File: config.mk
export PLATFORM = sky130hd
export DESIGN_NAME = high_score_ctrl
export DESIGN_NICKNAME = d
export VERILOG_FILES = /design/src/rtl/high_score_ctrl.sv
export SDC_FILE = /design/constraint.sdc
export NUM_CORES = 1
export LEC_CHECK = 0
export BUFFER_PORTS_ARGS = -buffer_cell sky130_fd_sc_hd__buf_2
export CAP_MARGIN = 10
export CORE_MARGIN = 5
export CORE_UTILIZATION = 53
export CTS_CLUSTER_DIAMETER = 150
export DETAILED_ROUTE_END_ITERATION = 7
export MAX_ROUTING_LAYER = met4
export PLACE_DENSITY = 0.77
export SLEW_MARGIN = 20
export SYNTH_ARGS = -nofsm -noshare
export SYNTH_HDL_FRONTEND = slang
export SYNTH_SLANG_ARGS = --single-unit
export TNS_END_PERCENT = 30
File: constraint.sdc
create_clock -name clk -period 4.7 [get_ports clk]
set_input_delay 1.41 -clock clk [delete_from_list [all_inputs] [get_ports clk]]
set_output_delay 1.41 -clock clk [all_outputs]
set_load 0.05 [all_outputs]
File: src/rtl/high_score_ctrl.sv
// high_score_ctrl: Snake game-session controller tracking score, elapsed ticks, the high score and the BCD display value.
// Ports:
//   clk, rst         clock; asynchronous active-high reset
//   start            pulse, begins a new session from IDLE or DONE
//   eat              pulse, increments the saturating score while playing
//   game_over        pulse, ends the session, updates high score, starts BCD conversion
//   score            current session score
//   high_score       best final score since reset
//   time_ticks       TICK_DIV-cycle ticks elapsed while playing
//   bcd_out          BCD of the last final score, digit 0 in [3:0]
//   bcd_valid        bcd_out holds a completed conversion
//   new_record       last session beat the stored high score
//   busy             session playing or converting
module high_score_ctrl #(
    parameter int TICK_DIV = 15,
    parameter int SCORE_W  = 16,
    parameter int DIGITS   = 5
) (
    input  logic                clk,
    input  logic                rst,
    input  logic                start,
    input  logic                eat,
    input  logic                game_over,
    output logic [SCORE_W-1:0]  score,
    output logic [SCORE_W-1:0]  high_score,
    output logic [31:0]         time_ticks,
    output logic [4*DIGITS-1:0] bcd_out,
    output logic                bcd_valid,
    output logic                new_record,
    output logic                busy
);
    localparam int BW = 4 * DIGITS;
    localparam int SW = BW + SCORE_W;
    localparam int DW = $clog2(TICK_DIV);
    localparam int IW = $clog2(SCORE_W + 1);

    typedef enum logic [1:0] {IDLE, PLAY, CONVERT, DONE} state_t;
    state_t state, state_nx;

    logic [DW-1:0]      div;
    logic [IW-1:0]      iter;
    logic [SW-1:0]      sh, adj, dd_next;
    logic [SCORE_W-1:0] score_inc;
    logic               tick, last_iter;

    // Same-cycle eat is folded into the final score at game_over.
    assign score_inc = (eat && score != '1) ? score + SCORE_W'(1) : score;
    assign tick      = div == DW'(TICK_DIV - 1);
    assign last_iter = iter == IW'(SCORE_W - 1);
    assign busy      = state == PLAY || state == CONVERT;

    // One double-dabble step: add 3 to every digit >= 5, then shift {bcd,bin} left.
    always_comb begin
        adj = sh;
        for (int i = 0; i < DIGITS; i++)
            if (adj[SCORE_W+4*i +: 4] >= 4'd5)
                adj[SCORE_W+4*i +: 4] = adj[SCORE_W+4*i +: 4] + 4'd3;
        dd_next = adj << 1;
    end

    always_ff @(posedge clk or posedge rst)
        if (rst) state <= IDLE;
        else     state <= state_nx;

    always_comb begin
        state_nx = state;
        case (state)
            IDLE, DONE: state_nx = start ? PLAY : state;
            PLAY:       state_nx = game_over ? CONVERT : PLAY;
            CONVERT:    state_nx = last_iter ? DONE : CONVERT;
            default:    state_nx = IDLE;
        endcase
    end

    always_ff @(posedge clk or posedge rst) begin
        if (rst) begin
            score      <= '0;
            high_score <= '0;
            time_ticks <= '0;
            bcd_out    <= '0;
            bcd_valid  <= 1'b0;
            new_record <= 1'b0;
            div        <= '0;
            iter       <= '0;
            sh         <= '0;
        end else begin
            case (state)
                IDLE, DONE: begin
                    if (start) begin
                        score      <= '0;
                        time_ticks <= '0;
                        div        <= '0;
                        new_record <= 1'b0;
                        bcd_valid  <= 1'b0;
                    end
                end
                PLAY: begin
                    div   <= tick ? '0 : div + DW'(1);
                    score <= score_inc;
                    if (tick) time_ticks <= time_ticks + 32'd1;
                    if (game_over) begin
                        // Equal to the stored best is not a record.
                        if (score_inc > high_score) begin
                            high_score <= score_inc;
                            new_record <= 1'b1;
                        end
                        sh   <= {{BW{1'b0}}, score_inc};
                        iter <= '0;
                    end
                end
                CONVERT: begin
                    sh   <= dd_next;
                    iter <= iter + IW'(1);
                    if (last_iter) begin
                        bcd_out   <= dd_next[SW-1 -: BW];
                        bcd_valid <= 1'b1;
                    end
                end
                default: ;
            endcase
        end
    end
endmodule

## Word level (Yosys, flattened, before mapping)

Cells that the tools add are included.

| word-level totals | value |
|---|---|
| flip-flop bits (word level) | 133 |
| latch bits | 0 |
| RAM bits | 0 |
| ROM bits | 0 |
| bits of input ports | 5 |
| output and inout port bits | 87 |
| logic and storage cells | 78 |
| memories kept | 0 |

| operators by class | value |
|---|---|
| $add $sub $neg | 9 |
| $mul | 0 |
| div/mod/pow operators | 0 |
| $lt $le $gt $ge | 6 |
| eq/ne operators | 11 |
| shift-type cells | 0 |
| muxes and demuxes | 28 |
| bitwise logic cells | 0 |
| reductions and logical operators | 14 |

Operators by type and width:

| kind | number |
|---|---|
| $pmux 36 s2 | 1 |
| $mux 32 | 2 |
| $pmux 32 s2 | 1 |
| $mux 36 | 1 |
| $add 32x1->32 const B | 1 |
| $mux 16 | 2 |
| $pmux 16 s2 | 1 |
| $mux 4 | 6 |
| $ge 4x3->1 const B | 5 |
| $add 16x1->16 const B | 1 |
| $add 4x2->4 const B | 4 |
| $gt 16x16->1 | 1 |
| $ne 16x16->1 const B | 1 |
| $pmux 5 s2 | 1 |
| $reduce_and 3->1 | 3 |
| $ne 2x2->1 const B | 4 |
| $pmux 4 s2 | 1 |
| $pmux 2 s3 | 1 |
| $reduce_and 2->1 | 3 |
| $reduce_bool 2->1 | 3 |
| $add 5x1->5 const B | 1 |
| $eq 5x4->1 const B | 1 |
| $mux 1 | 5 |
| $mux 5 | 1 |
| other kinds (14) | 17 |

## Longest topological paths before layout

| logic depth | value |
|---|---|
| depth in word-level cells | 7 |
| mapped depth | 13 |

## Worst setup path before layout

OpenSTA, ideal clock, no wires.

| path | value |
|---|---|
| path type | input-to-reg |
| start point | in eat |
| end point | reg high_score[2] |
| setup time | 0.128 ns |
| data arrival time | 4.232 ns |
| required time | 4.572 ns |
| slack | 0.341 ns |
| stages on the path | 12 |
| path buffers | 2 |
| path through | buf_2 > nand3_1 > or2_1 > nor4_1 > xnor2_1 > inv_1 > ha_1 > nand4_1 > a2111o_1 > a31oi_4 > buf_4 > mux2_1 |

| between the ends | value |
|---|---|
| longest elaborated chain between the ends | 4 |

Ends and longest elaborated chain:

| what | RTL line | text |
|---|---|---|
| start, declared | 22 | `input logic eat,` |
| $logic_and 1x1->1 | 47 | `assign score_inc = (eat && score != '1) ? score + SCORE_W'(1) : score;` |
| $mux 16 | 47 |  |
| named net score_inc[14] | 43 | `logic [SCORE_W-1:0] score_inc;` |
| $gt 16x16->1 | 103 | `if (score_inc > high_score) begin` |
| $reduce_and 3->1 (no source line) | n/a |  |
| end signal, assigned | 104 | `high_score <= score_inc;` |
| end, declared | 25 | `output logic [SCORE_W-1:0] high_score,` |

The timed path passes the listed nets, and every way through them passes these cells.
A chain may end at the register's enable or synchronous reset.

## Worst setup path after layout

| path | value |
|---|---|
| start point | in eat |
| end point | reg high_score[12] |

Same word-level chain as after synthesis.

==> summary.md <==
| Metric | Value |
|---|---|
| DR pass1 iterations | 5 |
| WP data required | 5.00 ns |
| Hold_buf cts | 0 |
| RD Place Congestion | 0.962 |
| PortBufs | 91 |
| Internal power | 2370 uW |
| Vias in the first global route | 5901 |
| Final Critical Period | 4.18 ns |
| Setup skew after layout | 0.0126 ns |
| Setup Buffers After CTS | 0 |
| CP bufs+invs | 2 |
| Post-Syn Nets | 762 |
| Beginning of the worst hold path | bcd_out[8]$_DFFE_PP0P_ |
| Final worst-path cycle share | 0.890 |
| Power share of the clock group | 0.364 |
| WHS | 0.472 ns |
| Vias per cell | 5.87 |
| CTS root buf | clkbuf_16 |
| Setup TNS | 0 ns |
| Cts repair resizes | 0 |
| Antenna-violating nets left | 0 |
| Slew headroom | 0.366 |
| Hold crit path type | register to register |
| Largest cells by area after synthesis | dfrtp_1, ha_1, o21ai_0 |
| CTS tree | built |
| Routed vias | 5878 |
| CP startpoint kind | input port |
| Clk pin slew, worst setup/hold paths | 0.05 ns |
| Largest net degree at the start of global routing | 69 |
| Pwr dens | 430 nW/um2 |
| Dpl hpwl | 12200 um |
| Yosys top cell area share | 0.472 |
| Maxcap violations | 0 |
| Width of the die | 125 um |
| CP arrival | 4.48 ns |
| Initial DRC Count | 453 |
| First-pass GRT wire length | 29200 um |
| Max Fclk | 0.239 GHz |
| Hold worst-path end | bcd_out[8]$_DFFE_PP0P_ |
| Initial cell density of the core | 0.537 |
| Worst flop-to-flop path startpoint | score[0]$_DFFE_PP0P_ |
| Worst Tran Pin Value | 0.948 ns |
| Yosys cell types | 56 |
| Commonest non-fill, non-tap cell in the layout | dfrtp_1 |
| Mean post-synth cell area | 9.75 um2 |
| Antenna Cells | 0 |
| FP Rows | 42 |
| H-tree levels | 4 |
| RSZ-0062 raised after global routing | no |
| Share of cells above drive strength 1 | 0.195 |
| Reg2reg setup slack | 0.73 ns |
| Sw power | 1200 uW |
| Comb power frac | 0.264 |
| Max FO, Critical Path | 12 |
| Critical path type | input port to register |
| Slew Viols, Final | 0 |
| Worst-skew pair later-pin latency | 0.42 ns |
| CP Cell Sequence | buf_2, nand3_1, or2_1, nor4_1, xnor2_1, inv_1, ha_1, nand4_1, a2111o_1, a31oi_4, mux2_2 |
| Initial antenna violation count | 0 |
| Crit end category | register |
| Instance count on the critical path | 11 |
| Hold Crit Depth | 2 |
| Max IR drop VDD | 324 uV |
| Post-layout util | 0.631 |
| Leakage power | 0.00394 uW |
| IO Count | 92 |
| NumNets Final | 854 |
| GRT Total Usage | 0.233 |
| Total power | 3570 uW |
| Crit-path leading delay family | simple AND/OR/NAND/NOR gates |
| Register bit total from synthesis | 133 |
| Drt wl/cell | 17.2 um |
| Sequential share of the synthesized area | 0.472 |
| Number of remaining DRC errors | 0 |
| Clk sinks | 133 |
| Switch share | 0.336 |
| Synthesis warning total | 0 |
| Die ar. | 15700 um2 |
| Largest stage delay on the critical path | 0.47 ns |
| Core area | 13100 um2 |
| Mapped Cells | 723 |
| Cell taking the most area after synthesis | dfrtp_1 |
| Final Hold Vio Count | 0 |
| Routed WL | 17200 um |
| R2r worst-path depth | 12 |
| Worst path slowest cell | a2111o_1 |
| Post-Syn Area | 7050 um2 |
| Flop pwr share | 0.372 |
| Die span in y | 125 um |
| Final setup viols | 0 |
| Reg2reg end | high_score[12]$_DFFE_PP0P_ |
| Layout area overhead | 17.6% |
| TritonCTS Buffers | 17 |
| Clock buffer depth | 2 |
| Overflow after GRT | 0 |
| Outcome | completed |
| Commonest non-fill, non-tap cells in the layout | dfrtp_1, buf_2, nand2_1 |
## power groups by stage
stage                     combinational, uW  clock [uW]  sequential [uW]
after CTS                               935        1310             1330
after floorplan                         641           0             1360
after global placement                  897           0             1340
after global routing                   1040        1370             1340
final                                   941        1300             1330
after detailed placement                926           0             1350
## synth_stat cells, drive strengths merged
master,instances
a2111o,1
a2111oi,1
a211o,1
a211oi,3
a21oi,41
a22o,8
a2bb2oi,1
a31oi,3
a32o,5
a41oi,1
and2,3
and3,10
and4,5
buf,8
clkbuf,24
dfrtp,133
ha,34
inv,48
mux2,17
mux2i,17
nand2,75
nand2b,10
nand3,28
nand3b,8
nand4,24
nor2,37
nor2b,1
nor3,6
nor3b,12
nor4,5
o211ai,5
o21a,5
o21ai,69
o22ai,11
o31a,6
o31ai,11
or2,2
or3,2
or4,7
xnor2,14
xor2,21
## worst min-delay path, cell delays in order, from the launching register on
cell and delay, ns:
dfrtp_1 0.33, nand2_1 0.04, o21ai_0 0.06
## registers in the layout (all words and copies together) (netlist names)
signal and count:
score 16, bcd_out 20, div 4, new_record 1, sh 36, time_ticks 32
iter 5, high_score 16, bcd_valid 1, state 2
## worst max-delay path by stage
stage          start                    endpoint  slack (ns)
2_1_floorplan    eat   high_score[2]$_DFFE_PP0P_        0.34
3_3_place_gp     eat   high_score[4]$_DFFE_PP0P_        0.25
3_5_place_dp     eat   high_score[5]$_DFFE_PP0P_        0.11
4_1_cts          eat   high_score[6]$_DFFE_PP0P_        0.54
5_1_grt          eat   high_score[5]$_DFFE_PP0P_        0.25
6_report         eat  high_score[12]$_DFFE_PP0P_        0.52
## layer usage
metal | part of all wire | up-vias | track usage
met2 | 0.50 | 177 | 0.383
met3 | 0.049 | 24 | 0.0482
met1 | 0.43 | 2920 | 0.293
li1 | - | 2757 | -
met4 | 0.016 | 0 | 0.0721
met5 | 0 | - | -
## stage by stage
step | std cells | worst slack [ns] | area [um2]
after floorplan | 723 | 0.341 | 7050
after global placement | 972 | 0.248 | 7720
after detailed placement | 972 | 0.115 | 7720
after CTS | 1001 | 0.539 | 8290
after global routing | 1001 | 0.253 | 8290
final | 1001 | 0.519 | 8290
## layout make-up
| class | instances | area (um2) |
|---|---|---|
| clock inverters | 4 | 70.1 |
| fillers | 1086 | 4840 |
| clock buffers | 25 | 505 |
| repair buffers | 105 | 573 |
| flip-flops and latches | 133 | 3330 |
| well taps | 176 | 220 |
| multi-input cells | 510 | 3410 |
| inverters | 48 | 184 |
## logic make-up (layout without fill, tap and decap cells)
| group | after synthesis | count (layout) | synth area share |
|---|---|---|---|
| mux | 34 | 34 | 0.0513 |
| compound gates | 172 | 172 | 0.152 |
| xor+xnor | 35 | 35 | 0.0445 |
| buf+inv | 80 | 182 | 0.0442 |
| fa+ha+maj | 34 | 34 | 0.0603 |
| simple gates | 235 | 235 | 0.176 |
| flops | 133 | 133 | 0.472 |
Note: power is estimated with default switching activity, not from simulation.
